## config.mk

```make
export PLATFORM = sky130hd
export DESIGN_NAME = leaky_relu_derivative_vec
export DESIGN_NICKNAME = d
export VERILOG_FILES = /design/src/rtl/lrd_pkg.sv /design/src/rtl/lrd_lane.sv /design/src/rtl/leaky_relu_derivative_vec.sv
export SDC_FILE = /design/constraint.sdc
export NUM_CORES = 2
export LEC_CHECK = 0
export ABC_AREA = 0
export CAP_MARGIN = 20
export CORE_ASPECT_RATIO = 0.5
export CORE_MARGIN = 2
export CORE_UTILIZATION = 40
export CTS_CLUSTER_SIZE = 24
export DETAILED_ROUTE_END_ITERATION = 10
export SETUP_SLACK_MARGIN = 0.1
export SLEW_MARGIN = 20
export SYNTH_ARGS = -nofsm -noshare
export SYNTH_HDL_FRONTEND = slang
export SYNTH_HIERARCHICAL = 1
export SYNTH_SLANG_ARGS = --single-unit
```

## constraint.sdc

```tcl
create_clock -name clk -period 10.8 [get_ports clk]
set_clock_uncertainty 0.15 [all_clocks]
set_input_delay 1.08 -clock clk [delete_from_list [all_inputs] [get_ports clk]]
set_output_delay 1.08 -clock clk [all_outputs]
set_load 0.005 [all_outputs]
```

## src/rtl/lrd_pkg.sv

```systemverilog
// rtl/lrd_pkg.sv - shared lane word type, width defaults and mode encodings
package lrd_pkg;

    localparam int LRD_DATA_W = 16;
    localparam int LRD_FRAC_W = 8;

    typedef logic signed [LRD_DATA_W-1:0] lrd_word_t;

    typedef enum logic {
        LRD_MODE_LEAKY = 1'b0,
        LRD_MODE_RELU  = 1'b1
    } lrd_mode_e;

endpackage

```

## src/rtl/lrd_lane.sv

```systemverilog
// rtl/lrd_lane.sv - one lane of the leaky-ReLU derivative: leak multiply, reduce, select
// Define LRD_SAT_EN to saturate the shifted product instead of wrapping it.
import lrd_pkg::*;

module lrd_lane #(
    parameter int DATA_W = LRD_DATA_W,
    parameter int FRAC_W = LRD_FRAC_W
) (
    input  logic              clk,
    input  logic              rst,
    input  logic              adv,
    input  logic              s1_valid,
    input  logic [DATA_W-1:0] data,
    input  logic [DATA_W-1:0] h,
    input  lrd_mode_e         mode,
    input  logic [DATA_W-1:0] leak,
    output logic [DATA_W-1:0] result
);

    logic signed [2*DATA_W-1:0] prod_full;
    logic signed [2*DATA_W-1:0] prod_shift;
    logic        [DATA_W-1:0]   prod_red;
    logic        [DATA_W-1:0]   s1_data;
    logic        [DATA_W-1:0]   s1_prod;
    logic                       s1_h_neg;
    lrd_mode_e                  s1_mode;
    logic        [DATA_W-1:0]   sel;

    assign prod_full  = $signed({{DATA_W{data[DATA_W-1]}}, data})
                      * $signed({{DATA_W{leak[DATA_W-1]}}, leak});
    // Arithmetic shift gives floor rounding for negative products
    assign prod_shift = prod_full >>> FRAC_W;

`ifdef LRD_SAT_EN
    logic pos_ovf;
    logic neg_ovf;

    assign pos_ovf = !prod_shift[2*DATA_W-1] && (|prod_shift[2*DATA_W-2:DATA_W-1]);
    assign neg_ovf =  prod_shift[2*DATA_W-1] && !(&prod_shift[2*DATA_W-2:DATA_W-1]);

    always_comb begin
        prod_red = prod_shift[DATA_W-1:0];
        if (pos_ovf) begin
            prod_red = {1'b0, {(DATA_W-1){1'b1}}};
        end else if (neg_ovf) begin
            prod_red = {1'b1, {(DATA_W-1){1'b0}}};
        end
    end
`else
    logic unused_prod_hi;

    assign prod_red       = prod_shift[DATA_W-1:0];
    assign unused_prod_hi = ^prod_shift[2*DATA_W-1:DATA_W];
`endif

    always_comb begin
        sel = s1_data;
        if (s1_h_neg) begin
            sel = (s1_mode == LRD_MODE_RELU) ? '0 : s1_prod;
        end
    end

    // Stage 2 loads zero for bubbles so the output bus is quiet when not valid
    always_ff @(posedge clk or posedge rst) begin
        if (rst) begin
            s1_data  <= '0;
            s1_prod  <= '0;
            s1_h_neg <= 1'b0;
            s1_mode  <= LRD_MODE_LEAKY;
            result   <= '0;
        end else if (adv) begin
            s1_data  <= data;
            s1_prod  <= prod_red;
            s1_h_neg <= h[DATA_W-1];
            s1_mode  <= mode;
            result   <= s1_valid ? sel : '0;
        end
    end

endmodule

```

## src/rtl/leaky_relu_derivative_vec.sv

```systemverilog
// rtl/leaky_relu_derivative_vec.sv - vector leaky-ReLU derivative, 2-stage pipeline with global stall
// Define LRD_SAT_EN for saturating product reduction (default wraps).
import lrd_pkg::*;

module leaky_relu_derivative_vec #(
    parameter int LANES  = 4,
    parameter int DATA_W = LRD_DATA_W,
    parameter int FRAC_W = LRD_FRAC_W
) (
    input  logic                    clk,
    input  logic                    rst,
    input  logic                    lr_d_valid_in,
    output logic                    lr_d_ready_out,
    input  logic [LANES*DATA_W-1:0] lr_d_data_in,
    input  logic [LANES*DATA_W-1:0] lr_d_H_data_in,
    input  logic                    lr_mode_in,
    input  logic                    lr_leak_load,
    input  logic [DATA_W-1:0]       lr_leak_factor_in,
    output logic                    lr_d_valid_out,
    input  logic                    lr_d_ready_in,
    output logic [LANES*DATA_W-1:0] lr_d_data_out,
    output logic [15:0]             lr_d_beat_count
);

    logic              s1_valid;
    logic              s2_valid;
    logic              stall;
    logic              adv;
    logic [DATA_W-1:0] leak_q;

    assign stall          = s2_valid && !lr_d_ready_in;
    assign adv            = !stall;
    assign lr_d_ready_out = adv;
    assign lr_d_valid_out = s2_valid;

    always_ff @(posedge clk or posedge rst) begin
        if (rst) begin
            s1_valid <= 1'b0;
            s2_valid <= 1'b0;
        end else if (adv) begin
            s1_valid <= lr_d_valid_in;
            s2_valid <= s1_valid;
        end
    end

    // Beats sample leak_q combinationally at acceptance, so a same-cycle load only affects later beats
    always_ff @(posedge clk or posedge rst) begin
        if (rst) begin
            leak_q <= '0;
        end else if (lr_leak_load) begin
            leak_q <= lr_leak_factor_in;
        end
    end

    always_ff @(posedge clk or posedge rst) begin
        if (rst) begin
            lr_d_beat_count <= '0;
        end else if (s2_valid && lr_d_ready_in) begin
            lr_d_beat_count <= lr_d_beat_count + 16'd1;
        end
    end

    for (genvar i = 0; i < LANES; i++) begin : g_lane
        lrd_lane #(
            .DATA_W (DATA_W),
            .FRAC_W (FRAC_W)
        ) u_lane (
            .clk      (clk),
            .rst      (rst),
            .adv      (adv),
            .s1_valid (s1_valid),
            .data     (lr_d_data_in[i*DATA_W +: DATA_W]),
            .h        (lr_d_H_data_in[i*DATA_W +: DATA_W]),
            .mode     (lrd_mode_e'(lr_mode_in)),
            .leak     (leak_q),
            .result   (lr_d_data_out[i*DATA_W +: DATA_W])
        );
    end

endmodule

```

---- Word level (Yosys, flattened, before mapping) ----
Index checks and enable logic that the tools add are counted.
operators by class
  $add $sub $neg .......................... 1
  multipliers ............................. 4
  mux-type cells .......................... 12
  reductions and logical operators ........ 4
operators by type and width
  operator                                        count
  2-to-1 mux 16 bit                               12
  multiplier 16 x 16 -> 24 bit                    4
  adder 16 x 1 -> 16 bit (second input constant)  1
  logical AND 1 bit                               2
  logical NOT 1 bit                               2
storage, ports and cells
  bits in registers ....................... 231
  output and inout port bits .............. 82
  word-level logic and storage cells ...... 42

---- Logic depth before layout (Yosys ltp) ----
  depth after elaboration ................. 3
  mapped depth ............................ 23
  depth with buffers taken out ............ 22

---- Modules after synthesis ----
Netlist, hierarchy kept.
modules (own cells, without submodules)
  module                           times used  cells each  area each (µm²)
  lrd_lane (g_lane[1].u_lane ...)  2           983         9357.7
  lrd_lane (g_lane[0].u_lane)      1           986         9405.3
  lrd_lane (g_lane[3].u_lane)      1           992         9391.5
  leaky_relu_derivative_vec        1           103         1373.8

---- Worst setup path after synthesis ----
No wires, ideal clock.
  kind .................................... input to register
  start point ............................. input lr_d_data_in[6]
  end point ............................... register g_lane[0].u_lane.s1_prod[11]
  library setup time ...................... 0.125 ns
  data arrival time ....................... 6.280 ns
  required time ........................... 10.525 ns
  path slack .............................. 4.246 ns
  stages .................................. 20
  buffers on the path ..................... 1
  cells stage by stage .................... clkbuf_1 > nand2_1 > fa_1 > inv_1 > fa_1 > fa_1 > fa_1 > fa_1 > inv_1 > fa_1 > inv_1 > ha_1 > and4_1 > nand3_1 > a21o_1 > a21boi_0 > o21a_1 > nor2_1 > xnor2_1 > mux2_2
between the ends
  cells in the longest elaborated chain, start to end .. 1
RTL lines
  item                          RTL line                         text
  from (decl)                   leaky_relu_derivative_vec.sv:14  input logic [LANES*DATA_W-1:0] lr_d_data_in,
  multiplier 16 x 16 -> 24 bit  lrd_lane.sv:30                   * $signed({{DATA_W{leak[DATA_W-1]}}, leak});
  to (signal assigned)          lrd_lane.sv:73                   s1_prod <= prod_red;
  to (decl)                     lrd_lane.sv:24                   logic [DATA_W-1:0] s1_prod;
No other way between the ends.
A chain may end at the register's enable or synchronous reset.

---- Worst setup path in the final report ----
  start point ............................. input lr_d_data_in[3]
  end point ............................... register g_lane[0].u_lane.s1_prod[11]
The elaborated chain is that of the path after synthesis.

==> impl_metrics.env <==
export IMPL_grt_first_pass_wirelength_mm=162.4
export IMPL_grt_busiest_layer="met2"
export IMPL_synth_top_cells_by_area="fa_1 (38%), dfrtp_1 (15%), inv_1 (9.1%)"
export IMPL_ff2ff_path_depth=22
export IMPL_yosysSeqAreaShare_pct=15.06
export IMPL_synthesis_nets=5222
export IMPL_cp_start_kind="input pin"
export IMPL_ant_nets=0
export IMPL_cts_tree="built"
export IMPL_n_fill_cell=9125
export IMPL_die_area_sq_um=99880
export IMPL_grt_max_degree=95
export IMPL_rr_startpoint="leak_q[1]"
export IMPL_setup_worst_path_end_class="flip-flop"
export IMPL_firstDrtPassIters=5
export IMPL_yosys_most_used_dff="dfrtp_1"
export IMPL_cp_data_required_time_ns=11.13
export IMPL_numCtsBuffers=27
export IMPL_period_share_pct=68.52
export IMPL_antenna_found_initial=5
export IMPL_critical_path_slowest_cell="clkdlybuf4s50_1"
export IMPL_critPathMostFrequentCell="fa_1"
export IMPL_synth_area_leader_cell="fa_1"
export IMPL_core_region_area_sq_um=95790
export IMPL_slew_headroom_pct=25.24
export IMPL_start_util_pct=40.59
export IMPL_cts_sinks=234
export IMPL_hold_buffers=0
export IMPL_grt_pass1_vias=29600
export IMPL_clk_pin_slew_ns=0.06
export IMPL_min_path_cells=2
export IMPL_path_max_fanout=17
export IMPL_syn_to_final_growth_pct=9.659
export IMPL_finalWirelength_mm=98.01
export IMPL_ctsResizeCount=0
export IMPL_layout_drive_gt1_share_pct=5.829
export IMPL_die_x_microns=444.9
export IMPL_fmax_mhz=135.1
export IMPL_yosysUniqueCellTypes=63
export IMPL_r2r_setup_slack_ns=3.67
export IMPL_fin_tns_setup_ns=0
export IMPL_ios=232
export IMPL_synth_area_sq_um=38890
export IMPL_min_to="g_lane[0].u_lane/s1_prod[3]"
export IMPL_yosysWarnings=6
export IMPL_gp_congestion=0.8349
export IMPL_grt_util_met1_pct=27.07
export IMPL_min_path_type="reg2reg"
export IMPL_utilization_pct=44.52
export IMPL_final_nets=5274
export IMPL_synth_edff_count=0
export IMPL_synthCells=4047
export IMPL_cts_buffer_depth=3
export IMPL_clock_root_buffer="clkbuf_16"
export IMPL_htreeDepth=1
export IMPL_routedWlPerCell_microns=18.18
export IMPL_grt_total_usage_pct=20.59
export IMPL_grt_use_met2_pct=36.49
export IMPL_path_class="in2reg"
export IMPL_rows=80
export IMPL_hold_viol=0
export IMPL_drt_drc_violations_left=0
export IMPL_grt_setup_unrepaired="no"
export IMPL_drv_cap=0
export IMPL_drv_slew=0
export IMPL_drtIter0Drc=1292
export IMPL_worst_pin_slew_ns=1.118
export IMPL_worst_r2r_endpoint="g_lane[0].u_lane/s1_prod[11]"
export IMPL_finalSetupViolCount=0
export IMPL_worstSkewPairLatency_ns=0.59
export IMPL_cp_arrival_ns=7.73
export IMPL_dp_hpwl_mm=72.18
export IMPL_synth_top_area_share_pct=38.30
export IMPL_async_flop_share_pct=100.0
export IMPL_grtUsageMet3_pct=2.097
export IMPL_cp_cell_sequence="clkdlybuf4s50_1 > and2_1 > fa_1 > inv_1 > fa_1 > inv_1 > fa_1 > fa_1 > fa_1 > inv_1 > fa_1 > inv_1 > ha_1 > and4_1 > nand3_1 > a21o_1 > a21boi_0 > o21a_1 > nor2_1 > xnor2_1 > mux2_2"
export IMPL_min_period_ns=7.400
export IMPL_port_buffers=171
export IMPL_hp_start="g_lane[0].u_lane/s1_prod[3]"
export IMPL_outcome="complete, no violations"
export IMPL_overflow=0
export IMPL_die_h_microns=224.5
export IMPL_ys_ff_latch=234
export IMPL_syn_area_per_cell_sq_um=9.609
export IMPL_vias_per_cell=4.977
export IMPL_cts_setup_buffers=0
export IMPL_route_vias_total=26830
export IMPL_crit_path_max_incr_delay_ns=0.95
[metal layers]
metal  vias up  share of wire [%]  wire (microns)
li1      12090                  -               -
met1     14130                 43           42550
met2       496                 50           48840
met3       109                4.0            3942
met4         2                2.7            2662
met5         -              0.014              14
[cell usage in the layout (no fill, tap or decap), types with 40 or more instances in the layout]
cell             count
o2bb2ai_1           64
mux2_2             130
and2_1             380
nor2_1              62
a21oi_1             67
mux2i_1             40
nand2_1            525
inv_1              939
ha_1               281
clkdlybuf4s50_1    171
dfrtp_1            221
xnor2_1            117
fa_1               744
nor2b_1             73
[kinds of logic after synthesis]
family | count (synthesis) | share of synthesized area (%)
xor+xnor | 153 | 3.446
buf+inv | 1119 | 10.81
compound gates | 230 | 4.350
mux | 170 | 4.794
simple gates | 1116 | 14.20
flops | 234 | 15.06
fa+ha+maj | 1025 | 47.34
[stage by stage]
stage | cells | setup slack, ns | instance area (sq um) | hold WS (ns)
2_1_floorplan | 4047 | 4.246 | 38890 | 0.2941
3_3_place_gp | 5341 | 2.890 | 41760 | 0.3178
3_5_place_dp | 5341 | 2.841 | 41760 | 0.3182
4_1_cts | 5388 | 3.440 | 42630 | 0.3333
5_1_grt | 5388 | 3.114 | 42640 | 0.3535
6_report | 5390 | 3.400 | 42640 | 0.3369
[state kept, by name (all words and copies together) (netlist names)]
register,cells
leak_q,16
g_lane.u_lane/s1_h_neg,4
g_lane.u_lane/result,64
s1_valid,1
g_lane.u_lane/s1_mode,4
lr_d_beat_count,16
g_lane.u_lane/s1_data,64
g_lane.u_lane/s1_prod,64
lr_d_valid_out,1
[cells in the mapped netlist, drive strengths merged (64+ instances only)]
library cell and instances:
o2bb2ai 64, dfrtp 234, clkbuf 165, fa 744, nand2 526, nor2b 74, inv 943, ha 281
and2 380, xnor2 117, mux2 130, a21oi 68
[area by class of cell]
class	count	area [sq um]	area share [%]
clock inverter	9	72.57	0.1702
antenna	2	5.005	0.01174
sequential	234	5872	13.77
multi-input combinational	2694	28830	67.62
timing repair buffer	197	1919	4.501
clock buffer	38	797.0	1.869
inverter	945	3552	8.330
tap	1271	1590	3.729
[critical path, delay by kind of cell]
| family | cells | cell delay, ns |
|---|---|---|
| compound gates | 3 | 0.80 |
| xor+xnor | 1 | 0.11 |
| fa+ha+maj | 7 | 3.49 |
| buf+inv | 5 | 1.15 |
| mux | 1 | 0.25 |
| simple gates | 4 | 0.83 |
[worst max path at each step]
| stage | slack [ns] | from | depth (start not counted) | endpoint |
|---|---|---|---|---|
| after global routing | 3.11 | lr_d_data_in[9] | 21 | g_lane[0].u_lane/s1_prod[11] |
| after floorplan | 4.25 | lr_d_data_in[6] | 20 | g_lane[0].u_lane/s1_prod[11] |
| after global placement | 2.89 | lr_d_data_in[3] | 21 | g_lane[0].u_lane/s1_prod[11] |
| after CTS | 3.44 | lr_d_data_in[3] | 21 | g_lane[0].u_lane/s1_prod[11] |
| final | 3.40 | lr_d_data_in[3] | 21 | g_lane[0].u_lane/s1_prod[11] |
| after detailed placement | 2.84 | lr_d_data_in[3] | 21 | g_lane[0].u_lane/s1_prod[11] |
Power is not shown: default switching activity piles up to over one toggle a cycle in this logic, so the estimate is an artifact.
